==> src/rtl/pipe_ctrl_pkg.sv <==
// Shared definitions for the P7 pipeline control path: exception state
// encoding, Tuse/MDU-kind codes, the exception handler vector and the
// per-source data-hazard compare used by the hazard controller.
package pipe_ctrl_pkg;

  // Exception sequencer states; RECOVER lasts exactly one cycle after a flush.
  typedef enum logic {
    RUN     = 1'b0,
    RECOVER = 1'b1
  } exc_state_e;

  // Tuse value meaning "this source register is not read".
  localparam logic [1:0] TUSE_NONE = 2'd3;

  // MDU operation kind as presented on E_md_kind.
  localparam logic MD_MULT = 1'b0;
  localparam logic MD_DIV  = 1'b1;

  // Handler fetch address loaded by every pipeline register on req.
  localparam logic [31:0] EXC_VECTOR = 32'h0000_4180;

  // One source operand of the D instruction conflicts with a producer in E or
  // M whose result will not be forwardable by the time D needs it. Register 0
  // is hard-wired, so it never conflicts; an unused source never conflicts.
  function automatic logic src_hazard(
    input logic [4:0] src,
    input logic [1:0] tuse,
    input logic [4:0] e_dst,
    input logic [1:0] e_tnew,
    input logic [4:0] m_dst,
    input logic [1:0] m_tnew
  );
    logic e_hit;
    logic m_hit;
    e_hit = (src == e_dst) && (e_tnew > tuse);
    m_hit = (src == m_dst) && (m_tnew > tuse);
    return (src != 5'd0) && (tuse != TUSE_NONE) && (e_hit || m_hit);
  endfunction

endpackage

==> src/rtl/md_busy_cnt.sv <==
// Multiply/divide busy tracker: loads a cycle count when an MDU op starts in
// E and counts down to zero. md_busy covers the start cycle plus every cycle
// the count is non-zero.
module md_busy_cnt
  import pipe_ctrl_pkg::*;
#(
  parameter int MULT_CYCLES = 5,
  parameter int DIV_CYCLES  = 10,
  parameter int CNT_W       = 4
) (
  input  logic clk,
  input  logic reset,
  input  logic md_start,
  input  logic md_kind,
  input  logic req,
  output logic md_busy
);

  logic [CNT_W-1:0] md_cnt;
  logic             cnt_idle;
  logic             load;
  logic [CNT_W-1:0] load_val;

  assign cnt_idle = (md_cnt == '0);
  // A start coinciding with an exception flush is squashed with its instruction;
  // a start while already counting cannot happen and is ignored.
  assign load     = md_start && !req && cnt_idle;
  assign load_val = (md_kind == MD_DIV) ? CNT_W'(DIV_CYCLES) : CNT_W'(MULT_CYCLES);

  assign md_busy  = !cnt_idle || (md_start && !req);

  // Countdown register: load on a fresh start, otherwise decrement to zero.
  // An in-flight op is deliberately not cleared by req.
  always_ff @(posedge clk or negedge reset) begin
    // NOTE: sequential state uses non-blocking (<=) so every flop samples the
    // pre-edge values; blocking here would create order-dependent races.
    if (!reset) begin
      md_cnt <= '0;
    end else if (load) begin
      md_cnt <= load_val;
    end else if (!cnt_idle) begin
      md_cnt <= md_cnt - 1'b1;
    end
  end

endmodule

==> src/rtl/pipe_hazard_ctrl.sv <==
// Central stall/flush/exception sequencer for the five-stage P7 pipeline.
// Produces the F-PC/F-D hold (stall), the D/E bubble (E_flush) and the global
// exception flush (req), with a one-cycle RECOVER state after each flush.
module pipe_hazard_ctrl
  import pipe_ctrl_pkg::*;
#(
  parameter int MULT_CYCLES = 5,
  parameter int DIV_CYCLES  = 10,
  parameter int CNT_W       = 4
) (
  input  logic       clk,
  input  logic       reset,
  input  logic [4:0] D_rs,
  input  logic [4:0] D_rt,
  input  logic [1:0] D_tuse_rs,
  input  logic [1:0] D_tuse_rt,
  input  logic       D_is_md,
  input  logic [4:0] E_dst,
  input  logic [1:0] E_tnew,
  input  logic [4:0] M_dst,
  input  logic [1:0] M_tnew,
  input  logic       E_md_start,
  input  logic       E_md_kind,
  input  logic       int_req,
  output logic       stall,
  output logic       E_flush,
  output logic       req,
  output logic       md_busy,
  output logic       exc_state
);

  exc_state_e state;
  logic       in_recover;
  logic       stall_rs;
  logic       stall_rt;
  logic       stall_md;
  logic       md_busy_raw;

  assign in_recover = (state == RECOVER);

  md_busy_cnt #(
    .MULT_CYCLES (MULT_CYCLES),
    .DIV_CYCLES  (DIV_CYCLES),
    .CNT_W       (CNT_W)
  ) u_md_busy_cnt (
    .clk      (clk),
    .reset    (reset),
    .md_start (E_md_start),
    .md_kind  (E_md_kind),
    .req      (req),
    .md_busy  (md_busy_raw)
  );

  // Hazard detection, exception request and stall arbitration. All outputs
  // are held low while reset is asserted so the pipeline sees a quiet
  // controller immediately, independent of the clock.
  always_comb begin
    // NOTE: every signal gets a default before any branch so no path leaves
    // it unassigned, which would otherwise infer a latch.
    req      = 1'b0;
    stall    = 1'b0;
    stall_rs = src_hazard(D_rs, D_tuse_rs, E_dst, E_tnew, M_dst, M_tnew);
    stall_rt = src_hazard(D_rt, D_tuse_rt, E_dst, E_tnew, M_dst, M_tnew);
    stall_md = D_is_md && md_busy_raw;
    if (reset && !in_recover) begin
      // req wins over any stall: every register is cleared regardless.
      req   = int_req;
      stall = !int_req && (stall_rs || stall_rt || stall_md);
    end
  end

  assign E_flush   = stall;
  assign md_busy   = reset && md_busy_raw;
  assign exc_state = in_recover;

  // Exception sequencer: each req is followed by exactly one RECOVER cycle in
  // which int_req is masked, so req pulses are never back-to-back.
  always_ff @(posedge clk or negedge reset) begin
    if (!reset) begin
      state <= RUN;
    end else begin
      case (state)
        RUN:     if (int_req) state <= RECOVER;
        RECOVER: state <= RUN;
        default: state <= RUN;
      endcase
    end
  end

endmodule

==> config.mk <==
export PLATFORM = sky130hd
export DESIGN_NAME = pipe_hazard_ctrl
export DESIGN_NICKNAME = d
export VERILOG_FILES = /design/src/rtl/pipe_ctrl_pkg.sv /design/src/rtl/md_busy_cnt.sv /design/src/rtl/pipe_hazard_ctrl.sv
export SDC_FILE = /design/constraint.sdc
export NUM_CORES = 1
export LEC_CHECK = 0
export CELL_PAD_IN_SITES_DETAIL_PLACEMENT = 2
export CELL_PAD_IN_SITES_GLOBAL_PLACEMENT = 2
export CORE_MARGIN = 1.5
export CORE_UTILIZATION = 21
export CTS_CLUSTER_SIZE = 8
export DETAILED_ROUTE_END_ITERATION = 10
export GPL_TIMING_DRIVEN = 0
export PLACE_DENSITY = 0.84
export RECOVER_POWER = 100
export SETUP_SLACK_MARGIN = 0.4
export SYNTH_ARGS = -nofsm -noshare
export SYNTH_HDL_FRONTEND = slang
export SYNTH_HIERARCHICAL = 1
export SYNTH_SLANG_ARGS = --single-unit
export TNS_END_PERCENT = 30
==> constraint.sdc <==
create_clock -name clk -period 1.9 [get_ports clk]
set_input_delay 0.38 -clock clk [delete_from_list [all_inputs] [get_ports clk]]
set_output_delay 0.38 -clock clk [all_outputs]
set_load 0.02 [all_outputs]
==> results of run 1 <==
-- sequential cells by signal (all words and copies together), names as in the netlist --
signal / count
exc_state: 1
u_md_busy_cnt/md_cnt: 4
-- final timing paths --
path / from / endpoint / slack [ns] / depth (start not counted)
setup / recovery: M_tnew[1] / stall / -0.08 / 9
min in group clk: u_md_busy_cnt/md_cnt[0]$_DFFE_PN0P_ / u_md_busy_cnt/md_cnt[0]$_DFFE_PN0P_ / 0.56 / 1
setup reg to reg: u_md_busy_cnt/md_cnt[0]$_DFFE_PN0P_ / u_md_busy_cnt/md_cnt[0]$_DFFE_PN0P_ / 0.32 / 6
max in group asynchronous: reset / u_md_busy_cnt/md_cnt[0]$_DFFE_PN0P_ / 1.63 / 1
hold reg to reg: u_md_busy_cnt/md_cnt[0]$_DFFE_PN0P_ / u_md_busy_cnt/md_cnt[0]$_DFFE_PN0P_ / 0.56 / 1
hold / removal: reset / exc_state$_DFF_PN0_ / 0.06 / 1
-- layer usage --
metal  vias to the layer above  part of all wire, %
met5                         -                    0
met4                         0                  2.5
met3                        10                  4.4
met2                        37                   59
met1                       449                   35
li1                        422                    -
-- area by class of cell --
type / count / area (µm²)
multi-input combinational: 78 / 825
tap: 46 / 57.6
clock buffer: 4 / 26.3
fill: 370 / 1920
sequential: 5 / 128
timing repair buffer: 41 / 378
buffer: 2 / 22.5
inverter: 11 / 58.8
-- timing repair --
action,CTS,global route
pin swaps,29,11
gates resized for setup,147,14
setup endpoints to repair,9,7
buffers inserted,3,0
-- worst max-delay path, stage by stage --
cell	delay, ns
buf_2	0.13
ha_4	0.27
nand2_1	0.06
nand4_1	0.12
nor4_2	0.05
o21ai_1	0.22
nand3_2	0.12
buf_6	0.13
buf_6	0.12
-- metrics by stage --
| step | cells | TNS (ns) |
|---|---|---|
| 6_report | 187 | -0.118 |
| 5_1_grt | 187 | -0.277 |
| 4_1_cts | 187 | -0.249 |
| 3_5_place_dp | 180 | -3.31 |
| 3_3_place_gp | 180 | -3.17 |
| 2_1_floorplan | 96 | 0 |
-- kinds of logic after synthesis --
group                    after synthesis
buffers and inverters                 13
flip-flops                             5
adder cells (fa/ha/maj)               10
AO/OA/AOI/OAI                         15
AND/OR/NAND/NOR                       30
XOR/XNOR                              21
multiplexers                           2
-- cells in the mapped netlist, drive strengths merged --
library cell   n
nand2          5
nand4          5
dfrtp          5
mux2i          2
xnor2         13
a221oi         2
a211oi         1
or3b           1
o21a           1
nand2b         1
ha            10
buf            2
inv           11
xor2           8
o31ai          1
nor2           6
nor3b          1
and2           2
nor3           2
nor2b          1
nor4           4
nand3          2
o21ai          4
a21oi          6
-- power groups by stage --
stage	Clock [µW]	Sequential [µW]	Combinational, µW
after floorplan	0	197	248
after global placement	0	206	391
after detailed placement	0	211	433
after CTS	128	218	519
after global routing	140	231	593
final	129	223	544
==> metrics.log, run 1 <==
[metrics] result of the run: finished, violations left
[metrics] failing checks: negative setup slack
[metrics] Num Clock Sinks: 5
[metrics] vias after detailed routing: roughly 900
[metrics] GRT met2 Usage: about two fifths
[metrics] wire length of the first global-routing pass: about 6000 µm
[metrics] vias per cell: slightly below 5
[metrics] nature of the critical path startpoint: input pin
[metrics] dominant combinational cell family by area after synthesis: XOR/XNOR gates
[metrics] cts hold-fix bufs: 0
[metrics] final period demand of the worst path: a little under 2 ns
[metrics] Total Routed Length: between 3000 and 4000 µm
[metrics] worst-case headroom to the max-slew limit: roughly two thirds
[metrics] final cycle utilization of the critical path: 104%
[metrics] simple-gate area share of the yosys netlist: between 20% and 30%
[metrics] width of the chip: between 60 and 70 µm
[metrics] DRC viols: 0
[metrics] standby leakage power: roughly 0.00061 µW
[metrics] cell area after technology mapping: between 700 and 800 µm²
[metrics] hold violation total from the final report: 0
[metrics] number of buffers on the longest clock path: 2
[metrics] Achievable Freq: 0.505 GHz
[metrics] final-report max-slew violation count: 0
[metrics] top post-synthesis cells by area: dfrtp_1 16%, ha_1 16%, xnor2_1 15%
[metrics] drt first pass iters: 3
[metrics] RSZ-0062 raised after global routing: true
[metrics] clock-pin slew of the registers on the worst-case setup and hold paths: about 0.05 ns
[metrics] number of DRC markers after the initial detailed-route iteration: 13
[metrics] Clock Latency Late Sink: about 0.25 ns
[metrics] slew at the pin closest to its max-slew limit: 0.526 ns
[metrics] yosys warns: 6
[metrics] combinational cell fraction of total power: 60.7%
[metrics] CTS root buf: clkbuf_4
[metrics] net count of the mapped netlist: 140
[metrics] complex-gate fraction of the synthesized area: 12.5%
[metrics] HPWL after detailed placement: ~2600 µm
[metrics] post-detailed-route count of antenna-violating nets: 0
[metrics] maximum VDD drop: ~0.39 mV
[metrics] worst setup slack after layout: -0.0788 ns
[metrics] post-layout total power: between 800 and 900 µW
[metrics] cell area after layout: roughly 1500 µm²
[metrics] nets: approximately 190
[metrics] switching power total: between 300 and 400 µW
[metrics] initial core utilization: about 22%
[metrics] kind of critical path: input pin to primary output
[metrics] clock network fraction of design power: approximately 14%
[metrics] switching share of total power: between 40 and 50%
[metrics] IO Count: 39
[metrics] minimum hold slack: around 0.063 ns
[metrics] most used cells in the layout excluding fill and tap cells: 9 x xnor2_1, 9 x ha_4, 8 x xor2_1, 8 x dlygate4sd2_1, 7 x buf_2
[metrics] clock tree from TritonCTS: built
[metrics] fraction of layout cells with a size suffix above 1: 51.8%
[metrics] placement-stage cell area: approximately 1200 µm²
[metrics] Mean Syn Cell Area: between 7 and 8 µm²
[metrics] cell-internal power: about 500 µW
[metrics] GR met1 Demand/Resource: a little under a fifth
[metrics] layout-stage area growth over the synthesis result: 96.2%
[metrics] pin count of the biggest net entering global routing: 10
[metrics] Routability Congestion: roughly 0.77
[metrics] number of max-cap violations: 0
[metrics] buffers added on ports: 38
[metrics] PD cells: approximately 600 nW/µm²
[metrics] leading area contributor after synthesis: dfrtp_1
[metrics] Yosys top cell area share: approximately 16%
[metrics] Yosys reg bits: 5
[metrics] placement row count: 21
[metrics] vias in the first global route: about 1,100
[metrics] global-route layer with the greatest usage: met2
[metrics] residual overflow from global routing: 0
[metrics] die height: approximately 63 µm
[metrics] post-synthesis share of cell area spent on full adders, half adders and majority gates: around 16%
[metrics] post-synthesis xor/xnor area fraction: approximately 24%
[metrics] sequential share of the synthesized area: between 15 and 20%
[metrics] Critical Path AT: around 1.6 ns
[metrics] Seq pwr share: between 20% and 30%
[metrics] portion of netlist area occupied by mux cells: between 2 and 3%
[metrics] antenna diode count: 0
[metrics] pre-CTS WS: -1.12 ns
[metrics] Worst Path Max Fanout: 2
[metrics] critical path capture point type: primary output
[metrics] Cells after Synth: 96
[metrics] routing usage on met3: ~2.7%
[metrics] initial antenna violation count: 0
[metrics] area of the die: about 4000 µm²
[metrics] distinct cell type count after synthesis: 26
[metrics] overall global routing resource usage: 19.5%
[metrics] number of buffers created by CTS: 3
[metrics] number of levels in the clock H-tree: 1
[metrics] final core occ: around 44%
[metrics] Data required, critical path: 1.52 ns
[metrics] area of the placeable core: between 3000 and 4000 µm²
[metrics] type of the worst min-delay path: input pin to async pin
[metrics] WL per Instance: around 20 µm
[metrics] setup clock skew after layout: ~0.0067 ns
[metrics] number of endpoints failing setup at the final stage: 2
Note: power is estimated with default switching activity, not from simulation.
==> run 2, diff against run 1 <==
--- a/config.mk
+++ b/config.mk
@@ -5,9 +5,10 @@
 export SDC_FILE = /design/constraint.sdc
 export NUM_CORES = 1
 export LEC_CHECK = 0
+export CAP_MARGIN = 40
 export CELL_PAD_IN_SITES_DETAIL_PLACEMENT = 2
 export CELL_PAD_IN_SITES_GLOBAL_PLACEMENT = 2
-export CORE_MARGIN = 1.5
+export CORE_MARGIN = 5
 export CORE_UTILIZATION = 21
 export CTS_CLUSTER_SIZE = 8
 export DETAILED_ROUTE_END_ITERATION = 10
==> constraint.sdc (replaced) <==
create_clock -name clk -period 1.84 [get_ports clk]
set_input_delay 0.368 -clock clk [delete_from_list [all_inputs] [get_ports clk]]
set_output_delay 0.368 -clock clk [all_outputs]
set_load 0.02 [all_outputs]
==> run 2 against run 1 <==
  * The run still ends with negative setup slack left
  * Combinational power shrank 2%
  * Clock power barely moved
  * Highest routed layer unchanged
  * Critical path type unchanged
  * Clock-buffer cell count unchanged
  * Largest cell class unchanged
==> metrics.log, run 2 (synthesis results as in run 1) <==
[metrics] result of the run: finished, violations left
[metrics] failing checks: negative setup slack
[metrics] worst reg-to-reg setup slack: ~0.24 ns
[metrics] CTS root buf: clkbuf_4
[metrics] pre-CTS WS: -1.21 ns
[metrics] DRC viols: 0
[metrics] minimum hold slack: around 0.049 ns
[metrics] number of buffers created by CTS: 3
[metrics] number of max-cap violations: 0
[metrics] Worst Path Max Fanout: 2
[metrics] type of the worst min-delay path: input pin to async pin
[metrics] initial core utilization: 22.3%
[metrics] die height: between 70 and 80 µm
[metrics] slew at the pin closest to its max-slew limit: 0.505 ns
[metrics] clock-pin slew of the registers on the worst-case setup and hold paths: around 0.050 ns
[metrics] kind of critical path: input pin to primary output
[metrics] post-detailed-route count of antenna-violating nets: 0
[metrics] overall global routing resource usage: approximately 16%
[metrics] residual overflow from global routing: 0
[metrics] Achievable Freq: between 0.4 and 0.5 GHz
[metrics] area of the die: 4930 µm²
[metrics] nets: 185
[metrics] fraction of layout cells with a size suffix above 1: around 50%
[metrics] maximum VDD drop: approximately 0.39 mV
[metrics] Top reg by flops: u_md_busy_cnt/md_cnt
[metrics] RSZ-0062 raised after global routing: true
[metrics] setup clock skew after layout: 0.00438 ns
[metrics] vias per cell: roughly 4.7
[metrics] placed insts: 180
[metrics] Num Clock Sinks: 5
[metrics] initial antenna violation count: 0
[metrics] nature of the critical path startpoint: input pin
[metrics] vias in the first global route: 1,083
[metrics] wire length of the first global-routing pass: about 6000 µm
[metrics] Critical Path AT: roughly 1.7 ns
[metrics] hold violation total from the final report: 0
[metrics] final-report max-slew violation count: 0
[metrics] most frequent standard cell in the layout excluding fill and tap cells: clkdlybuf4s15_2
[metrics] standby leakage power: 0.000600 µW
[metrics] WL per Instance: 18.9 µm
[metrics] final cycle utilization of the critical path: 111%
[metrics] Clock Latency Late Sink: 0.25 ns
[metrics] pin count of the biggest net entering global routing: 10
[metrics] number of buffers on the longest clock path: 2
[metrics] area of the multi-input gates: 815 µm²
[metrics] Data required, critical path: 1.47 ns
[metrics] antenna diode count: 0
[metrics] Total Routed Length: between 3000 and 4000 µm
[metrics] area of the placeable core: ~3400 µm²
[metrics] number of endpoints failing setup at the final stage: 3
[metrics] number of cells in the finished layout apart from fillers: 186
[metrics] Worst Reg-to-Reg Cells: 6
[metrics] buffers added on ports: 38
[metrics] HPWL after detailed placement: around 2700 µm
[metrics] final core occ: between 40% and 50%
[metrics] critical path capture point type: primary output
[metrics] number of levels in the clock H-tree: 1
[metrics] clock tree from TritonCTS: built
[metrics] PD cells: 595 nW/µm²
[metrics] IO Count: 39
[metrics] area of all sequential standard cells: 128 µm²
[metrics] most used cells in the layout excluding fill and tap cells: 10 x clkdlybuf4s15_2, 9 x xnor2_1, 8 x ha_4
[metrics] worst setup slack after layout: -0.202 ns
[metrics] drt first pass iters: 2
[metrics] placement row count: 21
[metrics] number of DRC markers after the initial detailed-route iteration: 1
[metrics] layout-stage area growth over the synthesis result: 96.2%
[metrics] fillers: between 300 and 400
[metrics] Largest register FFs: 4
[metrics] final-layout setup total negative slack: -0.386 ns
[metrics] final period demand of the worst path: 2.04 ns
[metrics] width of the chip: roughly 70 µm
[metrics] worst-case headroom to the max-slew limit: 66.3%
[metrics] cts hold-fix bufs: 0
[metrics] Routability Congestion: slightly above 0.8
[metrics] vias after detailed routing: 877
run 2: cell count changes in the layout (fill, tap and decap cells not counted), sizes merged:
cell	before	now
clkdlybuf4s15	10	13
dlygate4sd2	8	6
buf	20	19
clkbuf	6	5
run 2: power breakdown:
group          switching (µW)  total, µW  internal (µW)
sequential               57.6        222            164
clock                    50.1        132           82.3
combinational             258        535            277
run 2: per-layer routing:
layer | global-route usage (%) | vias up | wire length (µm)
met2 | 32.8 | 28 | 2110
met3 | 2.30 | 5 | 102
met4 | 5.11 | 0 | 46
li1 | - | 420 | -
met1 | 14.9 | 424 | 1250
met5 | 0 | - | 0
run 2: worst paths after layout:
kind	start	to
hold / removal	reset	u_md_busy_cnt/md_cnt[3]$_DFFE_PN0P_
max in group asynchronous	reset	u_md_busy_cnt/md_cnt[0]$_DFFE_PN0P_
setup reg to reg	u_md_busy_cnt/md_cnt[0]$_DFFE_PN0P_	u_md_busy_cnt/md_cnt[0]$_DFFE_PN0P_
min in group clk	exc_state$_DFF_PN0_	exc_state$_DFF_PN0_
hold reg to reg	exc_state$_DFF_PN0_	exc_state$_DFF_PN0_
setup / recovery	E_tnew[0]	stall
run 2: timing repair:
action,4_1_cts,5_1_grt
buffers inserted,2,0
setup endpoints to repair,9,7
endpoints found under the hold margin,0,0
gates resized for setup,170,6
pin swaps,41,8
run 2: cell type report:
cell class | count | area share, %
sequential | 5 | 8.54
clock buffer | 4 | 1.76
buffer | 2 | 1.51
inverter | 11 | 4.27
multi-input combinational | 78 | 54.5
timing repair buffer | 40 | 25.6
tap | 46 | 3.85
run 2: critical path: stages:
cell,delay (ns)
buf_8,0.10
inv_8,0.05
ha_4,0.19
nand2_2,0.05
nand4_1,0.15
nor4_4,0.35
o21ai_2,0.10
nand3_2,0.09
buf_6,0.10
buf_6,0.10
run 2: through the flow:
stage / power (µW) / cell area (µm²)
6_report: 889 / 1500
5_1_grt: 973 / 1500
3_3_place_gp: 617 / 1220
4_1_cts: 899 / 1490
2_1_floorplan: 460 / 787
3_5_place_dp: 655 / 1220
==> run 3, diff against run 2 <==
--- a/config.mk
+++ b/config.mk
@@ -5,7 +5,7 @@
 export SDC_FILE = /design/constraint.sdc
 export NUM_CORES = 1
 export LEC_CHECK = 0
-export CAP_MARGIN = 40
+export CAP_MARGIN = 20
 export CELL_PAD_IN_SITES_DETAIL_PLACEMENT = 2
 export CELL_PAD_IN_SITES_GLOBAL_PLACEMENT = 2
 export CORE_MARGIN = 5
==> results of run 3 <==
Final layout, timing and power as in run 2 (identical DEF).
